==> config.mk <==
export PLATFORM = sky130hd
export DESIGN_NAME = fc_seq_ctrl
export DESIGN_NICKNAME = d
export VERILOG_FILES = /design/src/rtl/fc_pkg.sv /design/src/rtl/fc_rd_delay.sv /design/src/rtl/fc_seq_ctrl.sv
export SDC_FILE = /design/constraint.sdc
export NUM_CORES = 1
export LEC_CHECK = 0
export CAP_MARGIN = 10
export CORE_MARGIN = 10
export CORE_UTILIZATION = 56
export CTS_BUF_LIST = sky130_fd_sc_hd__clkbuf_4 sky130_fd_sc_hd__clkbuf_8 sky130_fd_sc_hd__clkbuf_16
export DETAILED_ROUTE_END_ITERATION = 7
export PLACE_DENSITY = 0.85
export SYNTH_ARGS = -nofsm -noshare
export SYNTH_HDL_FRONTEND = slang
export SYNTH_HIERARCHICAL = 1
export SYNTH_SLANG_ARGS = --single-unit
==> constraint.sdc <==
create_clock -name clk -period 5.6 [get_ports clk]
set_clock_uncertainty 0.15 [all_clocks]
set_input_delay 1.12 -clock clk [delete_from_list [all_inputs] [get_ports clk]]
set_output_delay 1.12 -clock clk [all_outputs]
set_load 0.1 [all_outputs]
==> src/rtl/fc_pkg.sv <==
// Shared types and width helpers for the FC sequencer.
package fc_pkg;

  typedef enum logic [1:0] {
    LOAD  = 2'd0,
    MAC   = 2'd1,
    DRAIN = 2'd2,
    OUT   = 2'd3
  } state_t;

  // Address/counter width for a range of n values, never narrower than 1 bit
  // so degenerate sizes (n=1) still yield a legal vector.
  function automatic int aw(input int n);
    return (n > 1) ? $clog2(n) : 1;
  endfunction

endpackage

==> src/rtl/fc_rd_delay.sv <==
// Fixed-depth strobe delay that lines the issue pulse up with memory read data.
module fc_rd_delay #(
  parameter int LAT = 1
) (
  input  logic clk,
  input  logic reset,
  input  logic in,
  output logic out
);

  logic [LAT:0] vld_pipe;

  assign vld_pipe[0] = in;

  for (genvar i = 1; i <= LAT; i++) begin : g_stg
    // One register stage per cycle of read latency; cleared on reset.
    always_ff @(posedge clk) begin
      if (reset) vld_pipe[i] <= 1'b0;
      else       vld_pipe[i] <= vld_pipe[i-1];
    end
  end

  assign out = vld_pipe[LAT];

endmodule

==> src/rtl/fc_seq_ctrl.sv <==
// Sequencer for the matrix-vector FC datapath: loads the vector, then issues
// M rows of N read/MAC operations and hands each row result downstream.
module fc_seq_ctrl
  import fc_pkg::*;
#(
  parameter int M      = 8,
  parameter int N      = 10,
  parameter int RD_LAT = 1,
  localparam int XW    = aw(N),
  localparam int WW    = aw(M * N),
  localparam int RW    = aw(M),
  localparam int DW    = aw(RD_LAT)
) (
  input  logic          clk,
  input  logic          reset,
  input  logic          input_valid,
  output logic          input_ready,
  output logic          output_valid,
  input  logic          output_ready,
  output logic [XW-1:0] addr_x,
  output logic          wr_en_x,
  output logic [WW-1:0] addr_w,
  output logic          clear_acc,
  output logic          en_acc
);

  state_t        state, state_nx;
  logic [XW-1:0] cnt, cnt_nx;      // load count in LOAD, column in MAC
  logic [RW-1:0] row, row_nx;
  logic [WW-1:0] waddr, waddr_nx;  // weight address; holds last issue outside MAC
  logic [DW-1:0] dcnt, dcnt_nx;
  logic          issue;
  logic          en_dly;

  // State and counter registers.
  always_ff @(posedge clk) begin
    if (reset) begin
      state <= LOAD;
      cnt   <= '0;
      row   <= '0;
      waddr <= '0;
      dcnt  <= '0;
    end else begin
      state <= state_nx;
      cnt   <= cnt_nx;
      row   <= row_nx;
      waddr <= waddr_nx;
      dcnt  <= dcnt_nx;
    end
  end

  // Next-state and output decode. The weight address only advances between
  // issues of a row and on the OUT->MAC transition, so it still shows the
  // last issued address while draining and waiting for the handshake.
  always_comb begin
    state_nx     = state;
    cnt_nx       = cnt;
    row_nx       = row;
    waddr_nx     = waddr;
    dcnt_nx      = dcnt;
    input_ready  = 1'b0;
    wr_en_x      = 1'b0;
    output_valid = 1'b0;
    clear_acc    = 1'b0;
    issue        = 1'b0;
    addr_x       = cnt;
    addr_w       = waddr;
    case (state)
      LOAD: begin
        input_ready = 1'b1;
        wr_en_x     = input_valid;
        if (input_valid) begin
          if (cnt == XW'(N - 1)) begin
            state_nx = MAC;
            cnt_nx   = '0;
            row_nx   = '0;
            waddr_nx = '0;
          end else begin
            cnt_nx = cnt + XW'(1);
          end
        end
      end
      MAC: begin
        issue     = 1'b1;
        clear_acc = (cnt == '0);
        if (cnt == XW'(N - 1)) begin
          state_nx = DRAIN;
          cnt_nx   = '0;
          dcnt_nx  = '0;
        end else begin
          cnt_nx   = cnt + XW'(1);
          waddr_nx = waddr + WW'(1);
        end
      end
      DRAIN: begin
        if (dcnt == DW'(RD_LAT - 1)) state_nx = OUT;
        else                         dcnt_nx  = dcnt + DW'(1);
      end
      OUT: begin
        output_valid = 1'b1;
        if (output_ready) begin
          if (row == RW'(M - 1)) begin
            state_nx = LOAD;
            cnt_nx   = '0;
            row_nx   = '0;
            waddr_nx = '0;
          end else begin
            state_nx = MAC;
            row_nx   = row + RW'(1);
            waddr_nx = waddr + WW'(1);
          end
        end
      end
      default: state_nx = LOAD;
    endcase
    if (reset) begin
      input_ready  = 1'b0;
      wr_en_x      = 1'b0;
      output_valid = 1'b0;
      clear_acc    = 1'b0;
      issue        = 1'b0;
      addr_x       = '0;
      addr_w       = '0;
    end
  end

  fc_rd_delay #(.LAT(RD_LAT)) u_rd_delay (
    .clk   (clk),
    .reset (reset),
    .in    (issue),
    .out   (en_dly)
  );

  assign en_acc = en_dly & ~reset;

endmodule

### Yosys cells after proc, flatten, opt, wreduce, memory -nomap -nowiden

Index checks and enable logic that the tools add are counted.

* add/subtract/negate cells: 4
* equal/unequal tests: 12
* muxes and demuxes: 37
* bitwise logic cells: 2
* reduce and logical (&&, ||, !) cells: 10

Operator list (count)
* two-way mux 7 bit: 6
* one-hot mux 7 bit (3 select lines): 1
* two-way mux 4 bit: 5
* inequality test 2 bit, second input constant: 7
* two-way mux 1 bit: 12
* two-way mux 3 bit: 4
* one-hot mux 4 bit (3 select lines): 1
* two-way mux 2 bit: 5
* AND reduction 5 bit: 2
* one-hot mux 2 bit (4 select lines): 1
* AND reduction 4 bit: 2
* adder 7 x 1 -> 7 bit, second input constant: 1
* one-hot mux 3 bit (2 select lines): 1
* adder 4 x 1 -> 4 bit, second input constant: 1
* equality test 2 bit, second input constant: 2
* equality test 4 bit, second input constant: 1
* zero test 4 bit: 1
* nonzero test 2 bit: 2
* adder 3 x 1 -> 3 bit, second input constant: 1
* equality test 3 bit, second input constant: 1
* nonzero test 3 bit: 1
* equality test 2 x 1 -> 1 bit, second input constant: 1
* zero test 2 bit: 1
* one-hot mux 1 bit (2 select lines): 1
* 4 further kinds: 4

* register bits after elaboration: 18
* bits of input ports: 4

### Longest topological paths before layout

* depth in word-level cells: 4
* mapped depth: 8
* gate-level depth less buffers: 6

### Modules after synthesis

Netlist, hierarchy kept.

By module, submodules not included
* fc_seq_ctrl: instances 1, cells an instance 148, area an instance 1159.9 um^2, seq. area each 320.3 um^2
* fc_rd_delay: instances 1, cells an instance 2, area an instance 33.8 um^2, seq. area each 20.0 um^2

### Least setup slack after synthesis

No wires, ideal clock.

* path kind: input to output
* start point: input reset
* end point: output wr_en_x
* data arrival time: 3.394 ns
* path slack: 0.936 ns
* cell stages on the path: 2
* cells stage by stage: nor2b_1 and2_1

* longest elaborated chain between the ends: 1

Ends and longest elaborated chain
* start: declaration: RTL line fc_seq_ctrl.sv:15 `input logic reset,`
* two-way mux 1 bit: RTL line fc_seq_ctrl.sv:116 `if (reset) begin`
* end: declaration: RTL line fc_seq_ctrl.sv:21 `output logic wr_en_x,`

No other way between the ends.

### Final worst setup path

* start point: input reset
* end point: output addr_x[3]

* longest elaborated chain between the ends: 1

Ends and longest elaborated chain
* two-way mux 4 bit: RTL line fc_seq_ctrl.sv:116
* end: declaration: RTL line fc_seq_ctrl.sv:20 `output logic [XW-1:0] addr_x,`

No other way between the ends.

==> flow_summary.toml <==
[route]
drt_iter0_drc = 70
avgRoutedWirePerCell_microns = 14.1
first_pass_iters = 4
remaining_drc_errors = 0
drt-total-wl_microns = 2740
ant_nets = 0
via_per_inst = 5.87
routed-via-count = 1144

[finish]
layout-drive-gt1-share = 0.125
fill_cells = 172
num_antenna_cells = 0
seq_area_sq_um = 340
nets = 184
multiInputGateArea_sq_um = 805
syn_to_final_growth_pct = 16.0
postLayoutCoreUtil = 0.692

[min_path]
hold_class = "reg2reg"
hold_start = "row[2]"

[timing]
slew_viol_final = 0
period_needed_ns = 4.19
finalHoldViolations = 0
fin_tns_setup_ns = 0
maxSlewHeadroom = 0.336
post-route-period-util = 0.749
worst_slew_pin_slew_ns = 0.993
rsz0062_at_grt = "false"
maxClockFrequency_mhz = 238
setup_violations = 0

[synthesis]
synth_cells = 150
avgSynthCellArea_sq_um = 7.96
synth-seq-cells = 17
synthesis.nets = 165
ys_seq_area_frac = 0.285
synth_cell_types = 38
ys_warn_count = 6
synth_area_sq_um = 1190

[cts]
cts-buffers-inserted = 3
post-cts-setup-buffer-count = 0
clk_pin_slew_worst_paths_ns = 0.09
cts_root_buf = "clkbuf_4"
cts_tree = "built"
cts_hold_buf = 0
clockBufferDepth = 2
ctsResizeCount = 0
htree_num_levels = 1
clock_latency_ns = 0.29
clock-sinks = 17

[power_and_ir_drop]
vdd_drop_max_uv = 201
p_seq_frac = 0.350
pwr-share-clk = 0.175
p_leak_nw = 0.557
power_frac_comb = 0.475
p_int_uw = 220
p_total_uw = 404
swShare = 0.455
power_density_nw_per_um2 = 292
p_switching_uw = 184

[place]
io_buffers = 19
gp_congestion = 0.854
dpl.hpwl_microns = 2070

[worst_setup_path]
cp-startpoint = "reset"
reg2reg_from = "state[1]"
start_kind = "input pin"
path_max_fanout = 27
crit_type = "in2out"
worstPathArrival_ns = 2.92
cp-end-kind = "primary output"
worstPathRequired_ns = 4.33

[global_route]
grt_pass1_wl_microns = 4440
gr-total-overflow = 0
grt_max_degree = 28
grt.total_usage = 0.125
grt_antenna_before_repair = 0
grt_pass1_vias = 1012

[floorplan]
fp.coreArea_sq_um = 2000
die_x_microns = 66.2
die_h_microns = 66.2
num_rows = 16
dieArea_sq_um = 4380
initial_core_util = 0.596
num_io_pins = 20

[flow_run]
drv_cap = 0

[run_status]
status = "finished clean"
synthesized netlist by cell type:
master / n / area (sq um)
a2111o_1: 1 / 11.3
a211oi_1: 1 / 7.51
a21oi_1: 10 / 50.1
a221o_1: 1 / 10.0
a22oi_1: 1 / 7.51
a32o_1: 1 / 10.0
a32oi_1: 1 / 8.76
and2_1: 4 / 25.0
and3_1: 2 / 12.5
and3b_1: 1 / 8.76
and4_1: 1 / 8.76
buf_1: 1 / 3.75
buf_4: 1 / 7.51
clkbuf_1: 3 / 11.3
dfxtp_1: 17 / 340
ha_1: 11 / 138
inv_1: 7 / 26.3
mux2i_1: 3 / 30.0
nand2_1: 9 / 33.8
nand2b_1: 7 / 43.8
nand3_1: 6 / 30.0
nand3b_1: 1 / 7.51
nand4_1: 3 / 18.8
nand4b_1: 2 / 17.5
nor2_1: 12 / 45.0
nor2b_1: 14 / 87.6
nor2b_4: 1 / 13.8
nor3_1: 3 / 15.0
nor3b_1: 1 / 7.51
nor4_1: 2 / 12.5
o2111a_1: 1 / 11.3
o21ai_0: 10 / 50.1
o221ai_1: 1 / 8.76
o2bb2ai_1: 2 / 17.5
o31ai_1: 1 / 7.51
o41ai_1: 1 / 8.76
or3_1: 4 / 25.0
or4_1: 2 / 15.0
power by group through the flow:
stage          registers (mW)  logic, mW  clock network (mW)
2_1_floorplan           0.142      0.156                   0
3_3_place_gp            0.143      0.188                   0
3_5_place_dp            0.144      0.191                   0
4_1_cts                 0.142      0.192              0.0732
5_1_grt                 0.143      0.208              0.0786
6_report                0.142      0.192              0.0707
cells in the final DEF, fill, tap and decap left out, types with 4 or more instances in the layout:
cell type  netlist  final
dfxtp_1         17     17
buf_4            1     16
nor2b_1         14     14
nor2_1          12     12
ha_1            11     11
o21ai_0         10     10
a21oi_1         10     10
nand2_1          9      9
inv_1            7      7
nand2b_1         7      7
nand3_1          6      6
and2_1           4      4
or3_1            4      4
clkbuf_4         0      4
through the flow:
stage / instance area, sq um / cells / setup WS [ns] / hold slack (ns)
final: 1390 / 195 / 1.41 / 0.350
after global routing: 1390 / 195 / 1.28 / 0.378
after CTS: 1390 / 195 / 1.42 / 0.353
after detailed placement: 1360 / 191 / 1.42 / 0.339
after global placement: 1360 / 191 / 1.46 / 0.327
after floorplan: 1190 / 150 / 0.936 / 0.309
sequential cells by signal, indices dropped and copies added (netlist names):
register / cells
state: 2
u_rd_delay/out: 1
waddr: 7
cnt: 4
row: 3
layout make-up:
| class | instances | area share |
|---|---|---|
| multi-input combinational | 121 | 0.581 |
| sequential | 17 | 0.246 |
| timing repair buffer | 19 | 0.108 |
| tap | 27 | 0.0244 |
| clock buffer | 4 | 0.0217 |
| inverter | 7 | 0.0190 |
routing by layer:
layer  share of wire  up-vias  track usage
li1                -      584            -
met1            0.44      516        0.141
met2            0.47       38        0.203
met3           0.072        6       0.0576
met4           0.012        0       0.0419
met5               0        -            0
cells by family (layout without fill, tap and decap cells):
kind of cell | after synthesis | count (layout) | synth area share
buffers and inverters | 12 | 30 | 0.0409
AND/OR/NAND/NOR | 75 | 75 | 0.358
AO/OA/AOI/OAI | 32 | 32 | 0.175
adder cells (fa/ha/maj) | 11 | 11 | 0.115
flip-flops | 17 | 17 | 0.285
multiplexers | 3 | 3 | 0.0252
path summary, 6_finish.rpt:
check | endpoint | slack, ns | cells after the start
setup reg to reg | waddr[4] | 3.03 | 6
hold / removal | row[2] | 0.35 | 1
hold reg to reg | row[2] | 0.35 | 1
setup / recovery | addr_x[3] | 1.41 | 5
critical path, cell delays in order:
cell and delay, ns:
clkdlybuf4s50_1 1.12, inv_1 0.24, nand2_1 0.15, inv_1 0.05, buf_4 0.23
(Power assumes the default switching activity.)
